==> src/rtl/debounce_scheduler.sv <==
// Multi-channel early-response debouncer: each output follows its input's first edge,
// then ignores the input for a tick-paced lockout; edge events are round-robin arbitrated.
//
// Channel FSM states:
//   state | meaning
//   IDLE  | db tracks s; a mismatch updates db, posts an event and starts the lockout
//   LOCK  | input ignored; lock counter decrements on each prescaler tick
module debounce_scheduler #(
    parameter int N_CH    = 4,
    parameter int TICK_M  = 1_000_000,
    parameter int N_TICKS = 3,
    localparam int CW = (N_CH > 1) ? $clog2(N_CH) : 1,
    localparam int PW = $clog2(TICK_M)
) (
    input  logic            clk,
    input  logic            reset,
    input  logic [N_CH-1:0] sw,
    output logic [N_CH-1:0] db,
    output logic            ev_valid,
    output logic [CW-1:0]   ev_ch,
    output logic            ev_rise,
    input  logic            ev_ready,
    output logic [N_CH-1:0] ovf,
    input  logic            ovf_clr
);

    typedef enum logic {
        IDLE = 1'b0,
        LOCK = 1'b1
    } ch_state_t;

    logic [N_CH-1:0] sync1;
    logic [N_CH-1:0] s;
    logic [PW-1:0]   pcnt;
    logic            tick;

    ch_state_t       state    [N_CH];
    ch_state_t       state_nx [N_CH];
    logic [3:0]      cnt      [N_CH];
    logic [3:0]      cnt_nx   [N_CH];
    logic [N_CH-1:0] db_nx;
    logic [N_CH-1:0] post;

    logic [N_CH-1:0] pending;
    logic [N_CH-1:0] pol;
    logic [N_CH-1:0] ovf_set;
    logic [CW-1:0]   rr_ptr;
    logic [CW-1:0]   grant;
    logic [CW-1:0]   grant_nxt;
    logic            found;
    logic            load;
    logic            take;

    always_ff @(posedge clk or posedge reset) begin
        if (reset) begin
            sync1 <= '0;
            s     <= '0;
        end else begin
            sync1 <= sw;
            s     <= sync1;
        end
    end

    assign tick = (pcnt == PW'(TICK_M - 1));

    always_ff @(posedge clk or posedge reset) begin
        if (reset) begin
            pcnt <= '0;
        end else if (tick) begin
            pcnt <= '0;
        end else begin
            pcnt <= pcnt + 1'b1;
        end
    end

    always_comb begin
        for (int i = 0; i < N_CH; i++) begin
            state_nx[i] = state[i];
            cnt_nx[i]   = cnt[i];
            db_nx[i]    = db[i];
            post[i]     = 1'b0;
            case (state[i])
                IDLE: begin
                    if (s[i] != db[i]) begin
                        db_nx[i]    = s[i];
                        cnt_nx[i]   = 4'(N_TICKS);
                        state_nx[i] = LOCK;
                        post[i]     = 1'b1;
                    end
                end
                LOCK: begin
                    if (tick) begin
                        cnt_nx[i] = cnt[i] - 4'd1;
                        if (cnt[i] == 4'd1) begin
                            state_nx[i] = IDLE;
                        end
                    end
                end
                default: state_nx[i] = IDLE;
            endcase
        end
    end

    always_ff @(posedge clk or posedge reset) begin
        if (reset) begin
            for (int i = 0; i < N_CH; i++) begin
                state[i] <= IDLE;
                cnt[i]   <= '0;
            end
            db <= '0;
        end else begin
            for (int i = 0; i < N_CH; i++) begin
                state[i] <= state_nx[i];
                cnt[i]   <= cnt_nx[i];
            end
            db <= db_nx;
        end
    end

    // Scan offsets high-to-low so the closest pending channel at or after rr_ptr wins.
    always_comb begin
        int idx;
        idx   = 0;
        found = 1'b0;
        grant = '0;
        for (int k = N_CH - 1; k >= 0; k--) begin
            idx = int'(rr_ptr) + k;
            if (idx >= N_CH) begin
                idx = idx - N_CH;
            end
            if (pending[idx]) begin
                found = 1'b1;
                grant = CW'(idx);
            end
        end
    end

    assign load      = !ev_valid || ev_ready;
    assign take      = load && found;
    assign grant_nxt = (grant == CW'(N_CH - 1)) ? '0 : grant + 1'b1;

    // A post coinciding with the load of its own old event is not an overrun.
    always_comb begin
        for (int i = 0; i < N_CH; i++) begin
            ovf_set[i] = post[i] && pending[i] && !(take && (grant == CW'(i)));
        end
    end

    always_ff @(posedge clk or posedge reset) begin
        if (reset) begin
            pending <= '0;
            pol     <= '0;
        end else begin
            for (int i = 0; i < N_CH; i++) begin
                if (post[i]) begin
                    pending[i] <= 1'b1;
                    pol[i]     <= s[i];
                end else if (take && (grant == CW'(i))) begin
                    pending[i] <= 1'b0;
                end
            end
        end
    end

    always_ff @(posedge clk or posedge reset) begin
        if (reset) begin
            ovf <= '0;
        end else begin
            ovf <= (ovf & ~{N_CH{ovf_clr}}) | ovf_set;
        end
    end

    always_ff @(posedge clk or posedge reset) begin
        if (reset) begin
            ev_valid <= 1'b0;
            ev_ch    <= '0;
            ev_rise  <= 1'b0;
            rr_ptr   <= '0;
        end else if (load) begin
            if (found) begin
                ev_valid <= 1'b1;
                ev_ch    <= grant;
                ev_rise  <= pol[grant];
                rr_ptr   <= grant_nxt;
            end else begin
                ev_valid <= 1'b0;
            end
        end
    end

endmodule
==> config.mk <==
export PLATFORM = sky130hd
export DESIGN_NAME = debounce_scheduler
export DESIGN_NICKNAME = d
export VERILOG_FILES = /design/src/rtl/debounce_scheduler.sv
export SDC_FILE = /design/constraint.sdc
export NUM_CORES = 1
export LEC_CHECK = 0
export CAP_MARGIN = 15
export CORE_MARGIN = 2
export CORE_UTILIZATION = 45
export CTS_CLUSTER_SIZE = 28
export DETAILED_ROUTE_END_ITERATION = 16
export SYNTH_ARGS = -nofsm -noshare
export SYNTH_HDL_FRONTEND = slang
export SYNTH_SLANG_ARGS = --single-unit
==> constraint.sdc <==
create_clock -name clk -period 2.55 [get_ports clk]
set_clock_uncertainty 0.05 [all_clocks]
set_input_delay 0.255 -clock clk [delete_from_list [all_inputs] [get_ports clk]]
set_output_delay 0.255 -clock clk [all_outputs]
set_load 0.01 [all_outputs]
==> impl_metrics.yaml <==
drt:
  firstDrtPassIters: 4
  first_iter_violations: 95
  vias_per_cell: 5.18
  wire_per_inst_um: 14.3
  vias: 2079
  drc: 0
  drt-total-wl_um: 5720
  ant_nets: 0
timing:
  fmax_ghz: 0.445
  rsz0062_at_grt: "no"
  slew_viol_final: 0
  fin_crit_sh_pct: 88.1
  finalSetupTns_ps: 0
  setup_slack_ps: 304
  period_needed_ps: 2250
  max_slew_margin_pct: 57.3
  worst_pin_slew_ps: 634
  setup_viol: 0
  hold_viol: 0
logic_synthesis:
  synth_nets: 307
  synthSimpleGateAreaFrac_pct: 19.6
  netlist_area_um2: 3030
  ys_types: 38
  ys_seq_area_share_pct: 54.5
  syn_avg_cell_area_um2: 10.6
  synth_largest_area_cell: "dfrtp_1"
  yosys_warnings: 0
  synth_compound_area_share_pct: 6.93
  yosys.area_share.adder_pct: 5.36
  synth_top_family_by_area: "simple AND/OR/NAND/NOR gates"
  synthCells: 286
  synth_top_area_share_pct: 54.5
  synthMuxAreaShare_pct: 3.51
  synthTopCellsByArea: "dfrtp_1 54%, ha_1 5.4%, xor2_1 4.3%, nand2_1 4.2%, xnor2_1 3.5%"
  ys_seq_elements: 66
  synth_xor_area_share_pct: 7.80
floorplan:
  initial_utilization_pct: 47.2
  fp.dieArea_um2: 7410
  io-pin-count: 20
  rows: 29
  core-area_um2: 6420
  fp.dieH_um: 86.1
  die_w_um: 86.1
layout:
  final_util_pct: 55.6
  final_common_cell: "dfrtp_1"
  layout_common_cells: "66 x dfrtp_1, 34 x nand2_1, 24 x nor2_1"
  areaGrowthSynthToFinish_pct: 17.7
  fin_area_um2: 3570
  final_nets: 341
  fillers: 584
  drive_above_1_share_pct: 9.88
  insertedDiodeCount: 0
power_and_ir_drop:
  powerDensity_nw_per_um2: 878
  power.leakage_nw: 1.64
  irDropWorstVdd_mv: 0.382
setup_path:
  path_buf_inv: 1
  worstPathRequired_ps: 2710
  arrival_ps: 2410
  path_cells: "or4_4, nor4_4, buf_4, nand3_2, o21ai_0, o21ai_1"
  worstPathMaxFanout: 7
  max_stage_delay_ps: 550
  critical_path.top_delay_family: "simple AND/OR/NAND/NOR gates"
  start_kind: "flop"
  end_kind: "flop"
  slowest_stage: "or4_4"
  crit_type: "flop to flop"
placement:
  place_congestion: 0.760
  portBuffers: 19
  placed_cell_area_um2: 3360
  post-place-ws_ps: 335
  place_hpwl_um: 4030
clocking:
  numClockSinks: 66
  ctsHoldBuffers: 0
  htreeDepth: 3
  post_cts_resized: 0
  cts_tree: "built"
  clkTransAtPathRegs_ps: 70
  clockBufferDepth: 2
  cts_buffers: 9
  clockRootBuffer: "clkbuf_8"
  insertion_delay_ps: 330
  cts_setup_buffers: 0
grt:
  first_global_vias: 2059
  overflow: 0
  antenna_found_initial: 0
  grt_usage_pct: 17.2
  grt_start_max_net_pins: 33
  grt_pass1_wl_um: 9700
outcome:
  status: "completed"
job:
  maxCapViolCount: 0
hold_path:
  holdCritPathClass: "input pin to async pin"
==> stage by stage <==
| step | cells | power [W] | hold slack, ps |
|---|---|---|---|
| 2_1_floorplan | 286 | 0.00193 | 236 |
| 3_3_place_gp | 386 | 0.00223 | 284 |
| 3_5_place_dp | 386 | 0.00225 | 287 |
| 4_1_cts | 401 | 0.00317 | 156 |
| 5_1_grt | 401 | 0.00336 | 189 |
| 6_report | 401 | 0.00313 | 165 |
==> layout make-up <==
cell class	instances	area, um2	share of cell area [%]
Inverter	18	67.6	1.89
Clock inverter	2	35.0	0.982
Tap cell	77	96.3	2.70
Sequential cell	66	1650	46.3
Timing Repair Buffer	24	240	6.73
Multi-Input combinational cell	201	1310	36.7
Clock buffer	13	169	4.73
==> registers in the layout, indices dropped and copies added (netlist names) <==
signal and count:
pending 4, pcnt 20, ovf 4, ev_valid 1, cnt 16, s 4, db 4, ev_rise 1
ev_ch 2, sync1 4, rr_ptr 2, state 4
==> path summary, 6_finish.rpt <==
| check | cells past startpoint | end | start | slack [ps] |
|---|---|---|---|---|
| max | 6 | cnt[5] | pcnt[13] | 300 |
| min | 2 | sync1[1] | reset | 170 |
| max reg2reg | 6 | cnt[5] | pcnt[13] | 300 |
| min reg2reg | 0 | s[3] | sync1[3] | 310 |
| max in group asynchronous | 3 | rr_ptr[1] | reset | 1700 |
| min in group clk | 1 | sync1[1] | sw[1] | 300 |
==> worst reg2reg max path: cells and delay by family, from the launching register on <==
kind	cells	cell delay, ps
AOI/OAI and AO/OA	2	210
buffers and inverters	1	240
DFF	1	410
and+or+nand+nor	3	1220
==> cells by family (layout without fill, tap and decap cells) <==
kind of cell,count (synthesis),after routing
compound gates,36,36
xor+xnor,27,27
fa+ha+maj,13,13
buf+inv,19,57
flops,66,66
mux,10,10
simple gates,115,115
==> cells in the mapped netlist <==
master	count
dfrtp_1	66
mux2i_1	5
or4b_1	1
ha_1	13
nand3_2	4
nand2_2	1
nor3_2	1
and4_1	1
o22ai_1	4
nand3b_1	1
o21ai_1	14
a21oi_1	4
a211oi_1	1
o31ai_1	1
nor2_1	24
o21ai_0	5
nor2b_1	4
o21a_1	1
xnor2_1	12
or4_4	1
nand4_1	5
inv_1	18
nor4_1	4
and3_1	3
xor2_1	15
nor3_1	5
and2_1	2
mux2_2	4
o22a_1	1
a2111oi_0	1
nand2b_1	6
nand3_1	17
nor4_4	1
buf_2	1
o211ai_1	1
a21o_1	3
mux2_1	1
nand2_1	34
==> power by group <==
group | leakage, nW | total, W | switching, W | internal (W)
Combinational | 0.728 | 0.000824 | 0.000418 | 0.000407
Sequential | 0.801 | 0.00140 | 0.000187 | 0.00122
Clock | 0.106 | 0.000903 | 0.000378 | 0.000526
Total | 1.63 | 0.00313 | 0.000982 | 0.00215
==> layer usage <==
layer	wire length, um	part of all wire [%]	track usage (%)
met2	2550	45	26.6
met4	86	1.5	6.35
met5	0	0	0
met3	223	3.9	6.26
met1	2860	50	22.0
No activity file was read; power rests on OpenSTA's default activity.
